### src/rtl/enemy_formation.sv
// Enemy formation for a fixed-shooter game: a ROWS x COLS grid of sprites
// that marches sideways, drops at the field edges, takes shots and draws
// itself into the pixel stream.
//
// Optional feature (macro FORMATION_SPEEDUP_EN): the march period shrinks
// in proportion to the number of living enemies.
//
// Ports:
//   clk, reset          clock, asynchronous active-low reset
//   tick                one-cycle frame pulse feeding the march divider
//   restart             synchronous reload of the formation
//   h_counter/v_counter pixel position being drawn
//   shot_valid/x/y      player shot point
//   hit, hit_id         one-cycle kill pulse and index of the killed enemy
//   alive_count         number of living enemies
//   cleared             every enemy is dead
//   reached_bottom      lowest living row touched Y_FLOOR
//   R, G, B             pixel colour, one cycle after h_counter/v_counter
module enemy_formation #(
    parameter int ROWS     = 3,
    parameter int COLS     = 8,
    parameter int X0       = 180,
    parameter int Y0       = 40,
    parameter int DX       = 80,
    parameter int DY       = 50,
    parameter int SPR_W    = 32,
    parameter int SPR_H    = 24,
    parameter int STEP     = 8,
    parameter int DROP     = 16,
    parameter int X_MIN    = 0,
    parameter int X_MAX    = 639,
    parameter int Y_FLOOR  = 440,
    parameter int MOVE_DIV = 30
) (
    input  logic        clk,
    input  logic        reset,
    input  logic        tick,
    input  logic        restart,
    input  logic [9:0]  h_counter,
    input  logic [9:0]  v_counter,
    input  logic        shot_valid,
    input  logic [10:0] shot_x,
    input  logic [10:0] shot_y,
    output logic        hit,
    output logic [4:0]  hit_id,
    output logic [5:0]  alive_count,
    output logic        cleared,
    output logic        reached_bottom,
    output logic [7:0]  R,
    output logic [7:0]  G,
    output logic [7:0]  B
);

    localparam int unsigned N    = int'(ROWS * COLS);
    localparam int unsigned CW   = 13;  // signed pixel coordinates; base_x may go negative
    localparam int unsigned IDW  = 5;
    localparam int unsigned CNTW = 6;
    localparam int unsigned DW   = $clog2(MOVE_DIV + 1);
    localparam logic [7:0]  ENEMY_R = 8'hFF;
    localparam logic [7:0]  ENEMY_G = 8'hFF;
    localparam logic [7:0]  ENEMY_B = 8'hFF;

    typedef enum logic [1:0] {
        MARCH_R = 2'd0,
        MARCH_L = 2'd1,
        DESCEND = 2'd2,
        HALT    = 2'd3
    } state_t;

    state_t               state, state_nxt;
    logic                 from_left, from_left_nxt;
    logic signed [CW-1:0] base_x, base_x_nxt;
    logic signed [CW-1:0] base_y, base_y_nxt;
    logic [N-1:0]         alive, alive_nxt;
    logic [DW-1:0]        tick_cnt, tick_cnt_nxt;
    logic                 hit_nxt;
    logic [IDW-1:0]       hit_id_nxt;
    logic [CNTW-1:0]      alive_count_nxt;
    logic                 cleared_nxt;
    logic                 bottom_nxt;
    logic                 march_ev;

    logic [COLS-1:0]      col_alive;
    logic [ROWS-1:0]      row_alive;
    logic signed [CW-1:0] right_edge, left_edge, bottom_edge;
    logic                 floor_hit;
    logic                 shot_hit;
    logic [IDW-1:0]       shot_idx;
    logic signed [CW-1:0] sx, sy, px, py;
    logic                 pix_on;
    logic [DW-1:0]        period_m1;

`ifdef FORMATION_SPEEDUP_EN
    logic [DW-1:0]        period, period_nxt;
    assign period_m1 = period - DW'(1);
`else
    assign period_m1 = DW'(MOVE_DIV - 1);
`endif

    assign sx = signed'(CW'(shot_x));
    assign sy = signed'(CW'(shot_y));
    assign px = signed'(CW'(h_counter));
    assign py = signed'(CW'(v_counter));

    // Which columns and rows still hold at least one living enemy.
    always_comb begin
        col_alive = '0;
        row_alive = '0;
        for (int r = 0; r < ROWS; r++) begin
            for (int c = 0; c < COLS; c++) begin
                if (alive[r*COLS + c]) begin
                    col_alive[c] = 1'b1;
                    row_alive[r] = 1'b1;
                end
            end
        end
    end

    // Formation extents over living columns/rows only.
    always_comb begin
        right_edge  = base_x;
        left_edge   = base_x;
        bottom_edge = base_y;
        for (int c = 0; c < COLS; c++)
            if (col_alive[c]) right_edge = base_x + CW'(c*DX + SPR_W - 1);
        for (int c = COLS - 1; c >= 0; c--)
            if (col_alive[c]) left_edge = base_x + CW'(c*DX);
        for (int r = 0; r < ROWS; r++)
            if (row_alive[r]) bottom_edge = base_y + CW'(r*DY + SPR_H - 1);
    end

    assign floor_hit = (row_alive != '0) && (bottom_edge >= CW'(Y_FLOOR));

    // Shot-vs-box test at current positions; scanned high to low so the
    // lowest qualifying index wins.
    always_comb begin : hit_detect
        logic signed [CW-1:0] ex, ey;
        shot_hit = 1'b0;
        shot_idx = '0;
        ex       = '0;
        ey       = '0;
        for (int r = ROWS - 1; r >= 0; r--) begin
            for (int c = COLS - 1; c >= 0; c--) begin
                ex = base_x + CW'(c*DX);
                ey = base_y + CW'(r*DY);
                if (shot_valid && alive[r*COLS + c] &&
                    sx >= ex && sx <= ex + CW'(SPR_W - 1) &&
                    sy >= ey && sy <= ey + CW'(SPR_H - 1)) begin
                    shot_hit = 1'b1;
                    shot_idx = IDW'(r*COLS + c);
                end
            end
        end
    end

    // Next-state: restart, then kill, divider, march and halt conditions.
    always_comb begin
        state_nxt     = state;
        from_left_nxt = from_left;
        base_x_nxt    = base_x;
        base_y_nxt    = base_y;
        alive_nxt     = alive;
        tick_cnt_nxt  = tick_cnt;
        hit_nxt       = 1'b0;
        hit_id_nxt    = hit_id;
        cleared_nxt   = cleared;
        bottom_nxt    = reached_bottom;
        march_ev      = 1'b0;
`ifdef FORMATION_SPEEDUP_EN
        period_nxt    = period;
`endif
        if (restart) begin
            state_nxt     = MARCH_R;
            from_left_nxt = 1'b0;
            base_x_nxt    = CW'(X0);
            base_y_nxt    = CW'(Y0);
            alive_nxt     = '1;
            tick_cnt_nxt  = '0;
            cleared_nxt   = 1'b0;
            bottom_nxt    = 1'b0;
`ifdef FORMATION_SPEEDUP_EN
            period_nxt    = DW'(MOVE_DIV);
`endif
        end else begin
            if (shot_hit) begin
                alive_nxt[shot_idx] = 1'b0;
                hit_nxt             = 1'b1;
                hit_id_nxt          = shot_idx;
            end

            if (tick && state != HALT) begin
                if (tick_cnt == period_m1) begin
                    tick_cnt_nxt = '0;
                    march_ev     = 1'b1;
                end else begin
                    tick_cnt_nxt = tick_cnt + DW'(1);
                end
            end

            if (march_ev && !floor_hit) begin
`ifdef FORMATION_SPEEDUP_EN
                begin : speedup
                    int spd;
                    spd = (MOVE_DIV * int'(alive_count)) / int'(N);
                    if (spd < 1) spd = 1;
                    period_nxt = DW'(spd);
                end
`endif
                unique case (state)
                    MARCH_R: begin
                        if (right_edge + CW'(STEP) > CW'(X_MAX)) begin
                            state_nxt     = DESCEND;
                            from_left_nxt = 1'b0;
                        end else begin
                            base_x_nxt = base_x + CW'(STEP);
                        end
                    end
                    MARCH_L: begin
                        if (left_edge - CW'(STEP) < CW'(X_MIN)) begin
                            state_nxt     = DESCEND;
                            from_left_nxt = 1'b1;
                        end else begin
                            base_x_nxt = base_x - CW'(STEP);
                        end
                    end
                    DESCEND: begin
                        base_y_nxt = base_y + CW'(DROP);
                        state_nxt  = from_left ? MARCH_R : MARCH_L;
                    end
                    default: ;
                endcase
            end

            if (alive_nxt == '0) begin
                state_nxt   = HALT;
                cleared_nxt = 1'b1;
            end else if (floor_hit) begin
                state_nxt  = HALT;
                bottom_nxt = 1'b1;
            end
        end
        alive_count_nxt = CNTW'($countones(alive_nxt));
    end

    // Formation state registers.
    always_ff @(posedge clk or negedge reset) begin
        if (!reset) begin
            state          <= MARCH_R;
            from_left      <= 1'b0;
            base_x         <= CW'(X0);
            base_y         <= CW'(Y0);
            alive          <= '1;
            tick_cnt       <= '0;
            hit            <= 1'b0;
            hit_id         <= '0;
            alive_count    <= CNTW'(N);
            cleared        <= 1'b0;
            reached_bottom <= 1'b0;
`ifdef FORMATION_SPEEDUP_EN
            period         <= DW'(MOVE_DIV);
`endif
        end else begin
            state          <= state_nxt;
            from_left      <= from_left_nxt;
            base_x         <= base_x_nxt;
            base_y         <= base_y_nxt;
            alive          <= alive_nxt;
            tick_cnt       <= tick_cnt_nxt;
            hit            <= hit_nxt;
            hit_id         <= hit_id_nxt;
            alive_count    <= alive_count_nxt;
            cleared        <= cleared_nxt;
            reached_bottom <= bottom_nxt;
`ifdef FORMATION_SPEEDUP_EN
            period         <= period_nxt;
`endif
        end
    end

    // Is the current pixel inside any living enemy box.
    always_comb begin : pixel_hit
        logic signed [CW-1:0] ex, ey;
        pix_on = 1'b0;
        ex     = '0;
        ey     = '0;
        for (int r = 0; r < ROWS; r++) begin
            for (int c = 0; c < COLS; c++) begin
                ex = base_x + CW'(c*DX);
                ey = base_y + CW'(r*DY);
                if (alive[r*COLS + c] &&
                    px >= ex && px <= ex + CW'(SPR_W - 1) &&
                    py >= ey && py <= ey + CW'(SPR_H - 1))
                    pix_on = 1'b1;
            end
        end
    end

    // Registered pixel colour.
    always_ff @(posedge clk or negedge reset) begin
        if (!reset) begin
            R <= 8'h00;
            G <= 8'h00;
            B <= 8'h00;
        end else begin
            R <= pix_on ? ENEMY_R : 8'h00;
            G <= pix_on ? ENEMY_G : 8'h00;
            B <= pix_on ? ENEMY_B : 8'h00;
        end
    end

endmodule

### config.mk
export PLATFORM = sky130hd
export DESIGN_NAME = enemy_formation
export DESIGN_NICKNAME = d
export VERILOG_FILES = /design/src/rtl/enemy_formation.sv
export SDC_FILE = /design/constraint.sdc
export NUM_CORES = 1
export LEC_CHECK = 0
export ABC_AREA = 1
export ABC_CLOCK_PERIOD_IN_PS = 9480
export BUFFER_PORTS_ARGS = -buffer_cell sky130_fd_sc_hd__clkbuf_2
export CORE_MARGIN = 2
export CORE_UTILIZATION = 45
export DETAILED_ROUTE_END_ITERATION = 7
export PLACE_DENSITY = 0.68
export SYNTH_ARGS = -nofsm -noshare
export SYNTH_HDL_FRONTEND = slang
export SYNTH_SLANG_ARGS = --single-unit
export TNS_END_PERCENT = 20
### constraint.sdc
create_clock -name clk -period 9.48 [get_ports clk]
set_clock_uncertainty 0.05 [all_clocks]
set_input_delay 2.37 -clock clk [delete_from_list [all_inputs] [get_ports clk]]
set_output_delay 2.37 -clock clk [all_outputs]
set_load 0.02 [all_outputs]
Word level (Yosys, flattened, before mapping):

Index checks and enable logic that the tools add are counted.

* output and inout port bits: 38
* input port bits: 47
* bits in registers: 80

* equality and inequality tests: 11
* order comparisons: 49
* muxes and demuxes: 178
* reduce and logical (&&, ||, !) cells: 238
* bitwise operators: 3
* $add $sub $neg: 58

Operator list (count)
* two-way mux 13 bit: 26
* logical AND 1 bit: 220
* adder 13 x 6 -> 13 bit, second input constant: 12
* greater-or-equal comparator 11 x 13 -> 1 bit: 11
* greater-or-equal comparator 12 x 13 -> 1 bit: 11
* <= comparator 11 x 13 -> 1 bit: 11
* <= comparator 12 x 13 -> 1 bit: 11
* two-way mux 5 bit: 27
* two-way mux 1 bit: 111
* adder 13 x 10 -> 13 bit, second input constant: 7
* two-way mux 24 bit: 3
* adder 13 x 8 -> 13 bit, second input constant: 5
* adder 13 x 9 -> 13 bit, second input constant: 3
* adder 13 x 11 -> 13 bit, second input constant: 2
* adder 13 x 5 -> 13 bit, second input constant: 2
* case mux 13 bit (2 select lines): 1
* subtractor 13 x 5 -> 13 bit, second input constant: 2
* adder 1 x 1 -> 2 bit: 12
* bitwise AND 24 bit: 1
* zero test 24 bit: 1
* inverter 24 bit: 1
* adder 2 x 2 -> 3 bit: 6
* adder 13 x 7 -> 13 bit, second input constant: 1
* greater-or-equal comparator 13 x 10 -> 1 bit, second input constant: 1
* 28 further kinds: 49

Depth between registers and ports, before layout:

Gate-level depths: netlist of the first run.

* depth after elaboration: 44
* gate-level depth with buffers: 60

Least setup slack after synthesis of the first run:

OpenSTA, ideal clock, no wires.

* kind: input -> register
* start point: in shot_y[8]
* end point: reg alive_count[2]
* stages on the path: 44
* arrival: 8.362 ns
* path slack: 0.944 ns
* required time: 9.307 ns
* cell sequence: ha_1 -> nand2_1 -> inv_1 -> a221o_1 -> o211ai_1 -> nand2_1 -> a21boi_0 -> inv_1 -> nand2_1 -> nor2_1 -> nand3_2 -> nand2_1 -> nand2_1 -> nand2_1 -> nand2_1 -> nand2_1 -> nand2_1 -> nand2_1 -> [... 8 more ...] -> nand3_1 -> nand2_1 -> nand2_1 -> inv_1 -> fa_1 -> inv_1 -> fa_1 -> inv_1 -> fa_1 -> inv_1 -> fa_1 -> inv_1 -> fa_1 -> inv_1 -> ha_1 -> inv_1 -> fa_1 -> xnor2_1

* cells in the longest elaborated chain, start to end: 41
* elaborated cells between the ends (all ways): 135

RTL lines
* from (decl): RTL line 43 `input logic [10:0] shot_y,`
* greater-or-equal comparator 12 x 13 -> 1 bit: RTL line 148 `sy >= ey && sy <= ey + CW'(SPR_H - 1)) begin`
* logical AND 1 bit: RTL line 147 `sx >= ex && sx <= ex + CW'(SPR_W - 1) &&`
* logical AND 1 bit: RTL line 148
* two-way mux 5 bit (24 in series): RTL line 146 `if (shot_valid && alive[r*COLS + c] &&`
* less-than comparator 5 x 6 -> 1 bit (implied by the code) / greater-or-equal comparator 5 x 1 -> 1 bit (equally long branches): RTL line 186 `alive_nxt[shot_idx] = 1'b0;`
* logical AND 1 bit (implied by the code): RTL line 186
* two-way mux 1 bit (implied by the code): RTL line 186
* demux 1 bit (select 5 bit): RTL line 186
* [... 3 more ...]
* two-way mux 24 bit * (2 in series): RTL line 172 `if (restart) begin`
* named net alive_nxt[3]: RTL line 74 `logic [N-1:0] alive, alive_nxt;`
* adder 1 x 1 -> 2 bit (implied by the code) *: RTL line 242 `alive_count_nxt = CNTW'($countones(alive_nxt));`
* adder 2 x 2 -> 3 bit (implied by the code) *: RTL line 242
* adder 3 x 3 -> 4 bit (implied by the code) *: RTL line 242
* adder 4 x 4 -> 5 bit (implied by the code) *: RTL line 242
* adder 5 x 4 -> 6 bit (implied by the code) *: RTL line 242
* named net alive_count_nxt[2]: RTL line 78 `logic [CNTW-1:0] alive_count_nxt;`
* to (signal assigned): RTL line 256 `alive_count <= CNTW'(N);`
* to (signal assigned): RTL line 271 `alive_count <= alive_count_nxt;`
* to (decl): RTL line 46 `output logic [5:0] alive_count,`

The timed path passes the listed nets; every way through them passes the cells marked *. The select of a mux whose other input is x is not followed.
A chain may end at the register's enable or synchronous reset.

Worst setup path after layout of the first run:

* start point: in shot_x[8]
* end point: reg alive_count[1]

* cells in the longest elaborated chain, start to end: 43
* elaborated cells between the ends (all ways): 193

RTL lines
* from (decl): RTL line 42 `input logic [10:0] shot_x,`
* greater-or-equal comparator 12 x 13 -> 1 bit: RTL line 147
* logical AND 1 bit: RTL line 146
* logical AND 1 bit (2 in series): RTL line 147
* logical AND 1 bit: RTL line 148
* two-way mux 5 bit (24 in series): RTL line 146
* less-than comparator 5 x 6 -> 1 bit (implied by the code) / greater-or-equal comparator 5 x 1 -> 1 bit (equally long branches): RTL line 186
* logical AND 1 bit (implied by the code): RTL line 186
* two-way mux 1 bit (implied by the code): RTL line 186
* [... 4 more ...]
* two-way mux 24 bit * (2 in series): RTL line 172
* named net alive_nxt[7]: RTL line 74
* adder 1 x 1 -> 2 bit (implied by the code) *: RTL line 242
* adder 2 x 2 -> 3 bit (implied by the code) *: RTL line 242
* adder 3 x 3 -> 4 bit (implied by the code) *: RTL line 242
* adder 4 x 4 -> 5 bit (implied by the code) *: RTL line 242
* adder 5 x 4 -> 6 bit (implied by the code) *: RTL line 242
* named net alive_count_nxt[1]: RTL line 78

Marks and branches as above.

==> results of run 1 <==
[per-layer routing]
layer	track usage, %	up-vias
li1	-	9079
met1	43.3	8865
met2	60.1	904
met3	4.05	206
met4	19.6	0
met5	0	-
[cells by family after synthesis]
family | synth area share, %
AND/OR/NAND/NOR | 30.4
AO/OA/AOI/OAI | 18.6
buffers and inverters | 10.5
adder cells (fa/ha/maj) | 24.4
XOR/XNOR | 5.88
flip-flops | 10.2
other | 0.0223
[cell usage after synthesis (all sizes together) (4+ instances only)]
library cell / number / area share [%]
dfrtp: 35 / 5.2
o21a: 4 / 0.18
or2: 10 / 0.37
ha: 300 / 22
o21bai: 13 / 0.58
xor2: 91 / 5.0
dfstp: 32 / 5.0
buf: 52 / 2.2
fa: 18 / 2.1
inv: 334 / 7.4
nand4: 62 / 2.4
o31ai: 12 / 0.53
a221oi: 7 / 0.36
clkbuf: 29 / 0.65
a31oi: 22 / 0.82
clkinv: 10 / 0.22
nor3: 56 / 1.9
nand2: 569 / 13
o211ai: 29 / 1.3
o311ai: 7 / 0.36
o22ai: 16 / 0.59
nor4: 15 / 0.56
nand3: 166 / 5.1
o221ai: 11 / 0.57
a211oi: 8 / 0.36
a21oi: 197 / 6.0
o2111ai: 8 / 0.42
nor2: 259 / 6.5
xnor2: 17 / 0.88
o21ai: 160 / 4.9
a21o: 10 / 0.45
[critical path: cells and delay by family]
family | cells | cell delay, ps
AO/OA/AOI/OAI | 1 | 180
adder cells (fa/ha/maj) | 8 | 3470
buffers and inverters | 10 | 980
AND/OR/NAND/NOR | 17 | 2220
[worst paths after layout]
| kind | start | to | cells past startpoint |
|---|---|---|---|
| max | shot_x[8] | alive_count[1] | 36 |
| min | hit_id[1] | hit_id[1] | 2 |
| max reg2reg | base_x[4] | alive_count[1] | 51 |
| min reg2reg | hit_id[1] | hit_id[1] | 2 |
| max in group asynchronous | reset | base_y[11] | 2 |
| min in group asynchronous | reset | alive_count[2] | 2 |
[repair_timing]
action / CTS / global route
gates resized for setup: 0 / 35
buffers inserted: 0 / 4
endpoints found under the hold margin: 0 / 0
endpoints found under the setup margin: 0 / 3
[cell type report]
cell class,instances,area share (%)
inverter,344,6.89
clock inverter,5,0.286
sequential,67,9.13
timing repair buffer,210,7.36
tap,468,3.12
multi-input combinational,2101,72.0
clock buffer,11,1.24
[power breakdown]
part	leakage, nW	switching [mW]	internal [mW]
clock network	0.143	0.130	0.203
logic	8.67	3.75	2.01
registers	0.803	0.126	0.393
[placed cells by master, fill, tap and decap left out, types with 9 or more instances in the layout]
cell       Yosys  routed
nand2_1      552     549
inv_1        301     300
ha_1         300     293
nor2_1       231     228
a21oi_1      193     189
nand3_1      161     158
o21ai_0      149     147
buf_4         34     126
xor2_1        85      84
clkbuf_2       1      77
nand4_1       60      60
nor3_1        52      48
dfrtp_1       35      35
inv_2         33      33
dfstp_2       32      32
o211ai_1      28      28
a31oi_1       22      22
nor2_2        17      20
xnor2_1       17      17
fa_1          18      17
nand2_2       13      16
o22ai_1       16      16
nor4_1        15      15
o31ai_1       12      12
o21bai_1      13      12
nor2_4        11      11
o221ai_1      11      11
clkinv_1      10      10
a21o_1        10      10
o21ai_1        7       9
clkbuf_16      0       9
[state kept, by name (all words and copies together), names as in the netlist]
signal	cells
from_left	1
state	2
alive_count	5
cleared	1
alive	24
hit_id	5
hit	1
base_y	10
reached_bottom	1
base_x	11
tick_cnt	5
B	1
[metrics by stage]
stage                     setup TNS (ps)  hold slack, ps
final                                  0             447
after global routing               -27.2             468
after CTS                              0             451
after detailed placement               0             436
after global placement                 0             435
after floorplan                        0             443
==> flow_metrics.py, run 1 <==
metrics = {
    "cts": {
        "cts_sinks": 67,
        "clk_pin_slew_ps": 60,
        "cts_buffers": 9,
        "ctsHoldBuffers": 0,
        "ctsRootBufferMaster": "clkbuf_16",
        "cts_tree": "yes",
        "clk_latency_ps": 340,
        "clockBufferDepth": 2,
        "htreeDepth": 3,
    },
    "synthesis": {
        "netlist_area_sq_um": 16800,
        "synth_cell_types": 71,
        "synth_warnings": 0,
        "syn_avg_cell_area_sq_um": 6.50,
        "async_reset_ff_share_pct": 100,
        "synth-edff-count": 0,
        "synthesis.nets": 2958,
        "yosys_register_bits": 67,
        "synth_ff_type": "dfrtp_1",
        "syn_inst": 2593,
        "ys_seq_area_share_pct": 10.2,
    },
    "route": {
        "via_per_inst": 5.94,
        "drc": 0,
        "via_count": 19100,
        "wl_met3_microns": 5290,
        "wirelength_microns": 69100,
        "wire_per_inst_microns": 21.6,
        "dr.pass1.iters": 8,
        "ant_nets": 0,
        "top_layer_used": "met4",
        "drt_iter0_drc": 1736,
        "drt-met1-wl_microns": 27200,
        "routed-wl-met2_microns": 32100,
    },
    "place": {
        "pre_cts_slack_ps": 117,
        "place_congestion": 1.03,
        "placed_area_sq_um": 18300,
        "post-place-cells": 3186,
        "place_hpwl_microns": 56300,
        "io_buffers": 83,
    },
    "final_layout": {
        "nNetsFinal": 3098,
        "fin_util_pct": 51.1,
        "antenna_cells": 0,
        "stdcell_count": 3206,
        "seq_area_sq_um": 1720,
        "drive_gt1_share_pct": 14.7,
        "fillers": 3761,
        "multi_input_area_sq_um": 13500,
        "syn_to_final_growth_pct": 11.5,
        "finalInstanceArea_sq_um": 18800,
    },
    "floorplan": {
        "die_y_microns": 198,
        "die_area_sq_um": 39000,
        "initial_core_util_pct": 45.8,
        "row_count": 70,
        "die_x_microns": 198,
        "ios": 85,
        "core_area_sq_um": 36800,
    },
    "sta": {
        "setup_viol": 0,
        "fin_ws_ps": 449,
        "maxSlewViolCount": 0,
        "rsz0062_at_grt": "true",
        "timing.final.crit_share_pct": 95.3,
        "hold_violations": 0,
        "worst_slew_pin_slew_ps": 1310,
        "layout_min_cycle_time_ps": 9030,
        "slew_headroom_pct": 12.7,
        "fmax_mhz": 111,
    },
    "grt": {
        "grt_pass1_wl_microns": 105000,
        "grt_pass1_vias": 18200,
        "overflow": 0,
        "track_usage_pct": 35.3,
        "antenna_found_initial": 0,
        "grt_max_degree": 68,
    },
    "worst_setup_path": {
        "crit_top_cell": "nand2_1",
        "cp-start-kind": "input port",
        "r2r_setup_slack_ps": 640,
        "critPathSlowestCell": "or4_1",
        "crit_path_max_fanout": 6,
        "worstPathRequired_ps": 9660,
        "slowest_delay_ps": 570,
        "arrival_ps": 9210,
        "worstSetupEndpointType": "flip-flop",
        "crit_type": "input port to flip-flop",
    },
    "pwr": {
        "powerDensity_nw_per_um2": 351,
        "p_total_mw": 6.61,
        "peakVddDrop_v": 0.000396,
        "leakage_nw": 9.62,
    },
    "run_status": {
        "status": "completed",
    },
    "min_path": {
        "hp-class": "flip-flop to flip-flop",
    },
    "job": {
        "drv_cap": 0,
    },
}
Power figures use the tool's default switching activity.
==> run 2: changes to the inputs <==
- REMOVE_ABC_BUFFERS: unset -> 1
==> flow_metrics.py, run 2 (same netlist as run 1, synthesis figures left out) <==
metrics = {
    "cts": {
        "cts_buffers": 9,
        "clk_latency_ps": 350,
        "clk_pin_slew_ps": 60,
        "cts_tree": "yes",
        "clockBufferDepth": 2,
        "cts_sinks": 67,
        "htreeDepth": 3,
        "ctsRootBufferMaster": "clkbuf_16",
    },
    "sta": {
        "hold_violations": 0,
        "holdWs_ps": 442,
        "fin_ws_ps": 459,
        "setup_viol": 0,
        "fin_tns_setup_ps": 0,
        "maxSlewViolCount": 0,
        "fmax_mhz": 111,
        "timing.final.crit_share_pct": 95.2,
        "worst_slew_pin_slew_ps": 1030,
        "layout_min_cycle_time_ps": 9020,
        "slew_headroom_pct": 31.3,
    },
    "grt": {
        "antenna_found_initial": 1,
        "overflow": 0,
        "track_usage_pct": 33.8,
        "grt_pass1_wl_microns": 101000,
        "grt_pass1_vias": 17400,
        "grt_max_degree": 68,
    },
    "worst_setup_path": {
        "crit_top_cell": "nand2_1",
        "r2r_setup_slack_ps": 470,
        "worstSetupEndpointType": "flip-flop",
        "crit_type": "input port to flip-flop",
        "crit_path_max_fanout": 11,
        "arrival_ps": 9200,
        "slowest_delay_ps": 530,
        "cp-start-kind": "input port",
        "critPathSlowestCell": "fa_1",
        "worstPathRequired_ps": 9660,
    },
    "job": {
        "drv_cap": 0,
    },
    "pwr": {
        "p_total_mw": 6.21,
        "peakVddDrop_v": 0.000155,
        "powerDensity_nw_per_um2": 342,
        "leakage_nw": 9.25,
    },
    "floorplan": {
        "die_area_sq_um": 39000,
        "core_area_sq_um": 36800,
        "die_y_microns": 198,
        "row_count": 70,
        "die_x_microns": 198,
        "initial_core_util_pct": 45.8,
        "ios": 85,
    },
    "route": {
        "drt_iter0_drc": 1465,
        "via_count": 18600,
        "ant_nets": 0,
        "wirelength_microns": 67000,
        "dr.pass1.iters": 8,
        "via_per_inst": 5.93,
        "drc": 0,
        "wire_per_inst_microns": 21.4,
    },
    "final_layout": {
        "largest_reg_flops": 24,
        "reg_top3": "alive x24, base_x x11, base_y x10",
        "finalInstanceArea_sq_um": 18200,
        "top_register": "alive",
        "stdcell_count": 3137,
        "antenna_cells": 0,
        "fillers": 3822,
        "drive_gt1_share_pct": 11.8,
        "multi_input_area_sq_um": 13400,
        "nNetsFinal": 3029,
        "seq_area_sq_um": 1720,
        "syn_to_final_growth_pct": 7.82,
        "fin_util_pct": 49.4,
        "mostFrequentLayoutCells": "552 x nand2_1, 301 x inv_1, 296 x ha_1",
        "mostFrequentLayoutCell": "nand2_1",
    },
    "place": {
        "place_hpwl_microns": 53400,
        "pre_cts_slack_ps": 136,
        "placed_area_sq_um": 17800,
        "place_congestion": 1.00,
        "post-place-cells": 3120,
        "io_buffers": 83,
    },
    "min_path": {
        "hp-class": "flip-flop to flip-flop",
    },
    "run_status": {
        "status": "completed",
    },
}
==> run 2: area by class of cell <==
cell class / count / share of cell area, %
Clock inverter: 6 / 0.227
Clock buffer: 10 / 1.26
Inverter: 344 / 7.11
Multi-Input combinational cell: 2101 / 74.0
Timing Repair Buffer: 141 / 4.71
Sequential cell: 67 / 9.45
Tap cell: 468 / 3.22
==> run 2: power breakdown <==
group          internal [mW]  total (mW)  leakage, nW  switching, mW
Sequential             0.392       0.517        0.803          0.125
Combinational           1.76        5.37         8.32           3.61
Clock                  0.177       0.315        0.125          0.138
Total                   2.33        6.21         9.25           3.88
==> run 2: worst paths after layout <==
path,start,to,cells after the start
setup / recovery,shot_x[7],alive_count[2],36
hold / removal,hit_id[4],hit_id[4],2
setup reg to reg,base_x[4],alive_count[2],44
hold reg to reg,hit_id[4],hit_id[4],2
max in group asynchronous,reset,base_x[6],1
min in group asynchronous,reset,base_y[11],1
==> run 2: per-layer routing <==
layer  vias to the layer above  GRT usage, %  share of wire [%]
met4                         0          17.9                6.0
met5                         -             0                  0
met2                       795          56.2                 46
met1                      8684          42.2                 42
met3                       193          4.92                6.8
li1                       8936             -                  -
==> run 2: repair_timing <==
action / 4_1_cts / 5_1_grt
setup endpoints to repair: 0 / 3
buffers inserted: 0 / 1
hold buffers: 0 / 0
gates resized for setup: 0 / 13
==> run 2: critical path, delay by kind of cell <==
family | cells | cell delay (ps)
adders and majority gates | 8 | 3340
AOI/OAI and AO/OA | 3 | 810
and+or+nand+nor | 15 | 1550
buffers and inverters | 9 | 980
xor gates and xnor gates | 1 | 140
==> run 3: changes to the inputs <==
- CTS_BUF_LIST: unset -> sky130_fd_sc_hd__clkbuf_4 sky130_fd_sc_hd__clkbuf_8
- CTS_CLUSTER_DIAMETER: unset -> 120
==> flow_metrics.py, run 3 (same netlist as run 1, synthesis figures left out) <==
metrics = {
    "floorplan": {
        "die_x_microns": 198,
        "ios": 85,
        "row_count": 70,
        "die_y_microns": 198,
        "die_area_sq_um": 39000,
        "core_area_sq_um": 36800,
        "initial_core_util_pct": 45.8,
    },
    "route": {
        "dr.pass1.iters": 8,
        "ant_nets": 0,
        "drc": 0,
        "drt_iter0_drc": 1500,
        "via_per_inst": 5.93,
        "wire_per_inst_microns": 21.4,
        "via_count": 18600,
        "wirelength_microns": 67100,
    },
    "sta": {
        "timing.final.crit_share_pct": 95.1,
        "worst_slew_pin_slew_ps": 1040,
        "layout_min_cycle_time_ps": 9020,
        "setup_viol": 0,
        "maxSlewViolCount": 0,
        "fmax_mhz": 111,
        "hold_violations": 0,
        "holdWs_ps": 445,
        "slew_headroom_pct": 30.4,
        "fin_ws_ps": 463,
    },
    "grt": {
        "antenna_found_initial": 1,
        "grt_pass1_wl_microns": 101000,
        "track_usage_pct": 33.7,
        "grt_pass1_vias": 17500,
        "grt_max_degree": 68,
        "overflow": 0,
    },
    "min_path": {
        "hp-class": "flip-flop to flip-flop",
        "hold_depth": 2,
        "holdPathEnd": "hit_id[4]",
        "min_from": "hit_id[4]",
    },
    "worst_setup_path": {
        "reg2reg_from": "base_x[4]",
        "worstPathRequired_ps": 9690,
        "critPathSlowestCell": "dfstp_2",
        "crit_path_max_fanout": 9,
        "arrival_ps": 9230,
        "r2r_cells": 44,
        "crit_type": "flip-flop to flip-flop",
        "r2r_setup_slack_ps": 460,
        "timing.rr.end": "alive_count[2]",
        "cp-start-kind": "flip-flop",
        "crit_top_cell": "nand2_1",
        "slowest_delay_ps": 530,
        "worstSetupEndpointType": "flip-flop",
    },
    "place": {
        "pre_cts_slack_ps": 136,
        "place_congestion": 1.00,
        "placed_area_sq_um": 17800,
        "post-place-cells": 3120,
        "io_buffers": 83,
        "place_hpwl_microns": 53400,
    },
    "cts": {
        "cts_buffers": 9,
        "clk_latency_ps": 380,
        "ctsRootBufferMaster": "clkbuf_8",
        "clk_pin_slew_ps": 80,
        "cts_sinks": 67,
        "cts_tree": "yes",
        "htreeDepth": 3,
        "clockBufferDepth": 2,
    },
    "pwr": {
        "p_total_mw": 6.12,
        "p_int_mw": 2.25,
        "seq_power_share_pct": 8.5,
        "clkPwrFrac_pct": 3.7,
        "switchingPower_mw": 3.87,
        "p_sw_share_pct": 63.3,
        "leakage_nw": 9.21,
        "combPwrFrac_pct": 87.9,
        "powerDensity_nw_per_um2": 339,
        "peakVddDrop_v": 0.000147,
    },
    "job": {
        "drv_cap": 0,
    },
    "final_layout": {
        "drive_gt1_share_pct": 11.7,
        "syn_to_final_growth_pct": 7.05,
        "reg_top3": "alive x24, base_x x11, base_y x10",
        "antenna_cells": 0,
        "finalInstanceArea_sq_um": 18000,
        "mostFrequentLayoutCell": "nand2_1",
        "mostFrequentLayoutCells": "552 x nand2_1, 301 x inv_1, 298 x ha_1",
        "top_register": "alive",
        "stdcell_count": 3137,
        "nNetsFinal": 3029,
        "largest_reg_flops": 24,
    },
    "run_status": {
        "status": "completed",
    },
}
==> run 3: changes by cell type in the layout (fill, tap and decap cells not counted), moves of 2 or more <==
cell | before | now
clkbuf_2 | 78 | 82
buf_2 | 3 | 0
clkbuf_8 | 0 | 9
ha_4 | 4 | 2
ha_1 | 296 | 298
clkbuf_16 | 9 | 0
==> run 3: power by group through the flow <==
stage	registers, mW	clock network (mW)	logic [mW]
final	0.518	0.224	5.38
after global routing	0.524	0.241	5.95
after CTS	0.513	0.229	5.26
after detailed placement	0.518	0	5.23
after global placement	0.515	0	5.14
after floorplan	0.611	0	3.43
==> run 3: repair_timing <==
item | 4_1_cts | 5_1_grt
setup buffers | 0 | 1
resized for setup | 0 | 5
hold buffers | 0 | 0
endpoints found under the setup margin | 0 | 3
==> run 3: layout make-up <==
| cell class | count | area (sq um) |
|---|---|---|
| fillers | 3838 | 18700 |
| multi-input cells | 2101 | 13400 |
| flip-flops and latches | 67 | 1720 |
| inverters | 344 | 1290 |
| repair buffers | 141 | 853 |
| well taps | 468 | 586 |
| clock buffers | 10 | 131 |
| clock inverters | 6 | 41.3 |
==> run 3: layer usage <==
layer  wire, microns  GRT usage (%)  vias up
met3            5070           5.19      184
li1                -              -     8933
met2           30600           55.9      837
met1           27400           41.8     8642
met4            4020           18.6        0
met5               0              0        -
==> run 3: how the worst max path moves through the flow <==
| stage | end | startpoint | slack, ps |
|---|---|---|---|
| final | alive_count[2] | base_x[4] | 460 |
| after global routing | alive_count[2] | shot_x[6] | -20 |
| after CTS | alive_count[4] | shot_y[8] | 490 |
| after detailed placement | alive_count[4] | shot_y[8] | 140 |
| after global placement | alive_count[2] | shot_y[3] | 120 |
| after floorplan | alive_count[2] | shot_y[8] | 850 |
==> run 3: worst max-delay path, delay by kind of cell, from the launching register on <==
kind / cells / cell delay (ps)
xor+xnor: 2 / 440
buf+inv: 11 / 1260
fa+ha+maj: 9 / 3760
compound gates: 3 / 780
flops: 1 / 530
simple gates: 19 / 2060
==> run 3: per-stage QoR <==
| stage | setup TNS [ps] | utilization [%] |
|---|---|---|
| after CTS | 0 | 48.9 |
| after detailed placement | 0 | 48.4 |
| after floorplan | 0 | - |
| final | 0 | 49.0 |
| after global placement | 0 | 48.4 |
| after global routing | -23.1 | 49.0 |
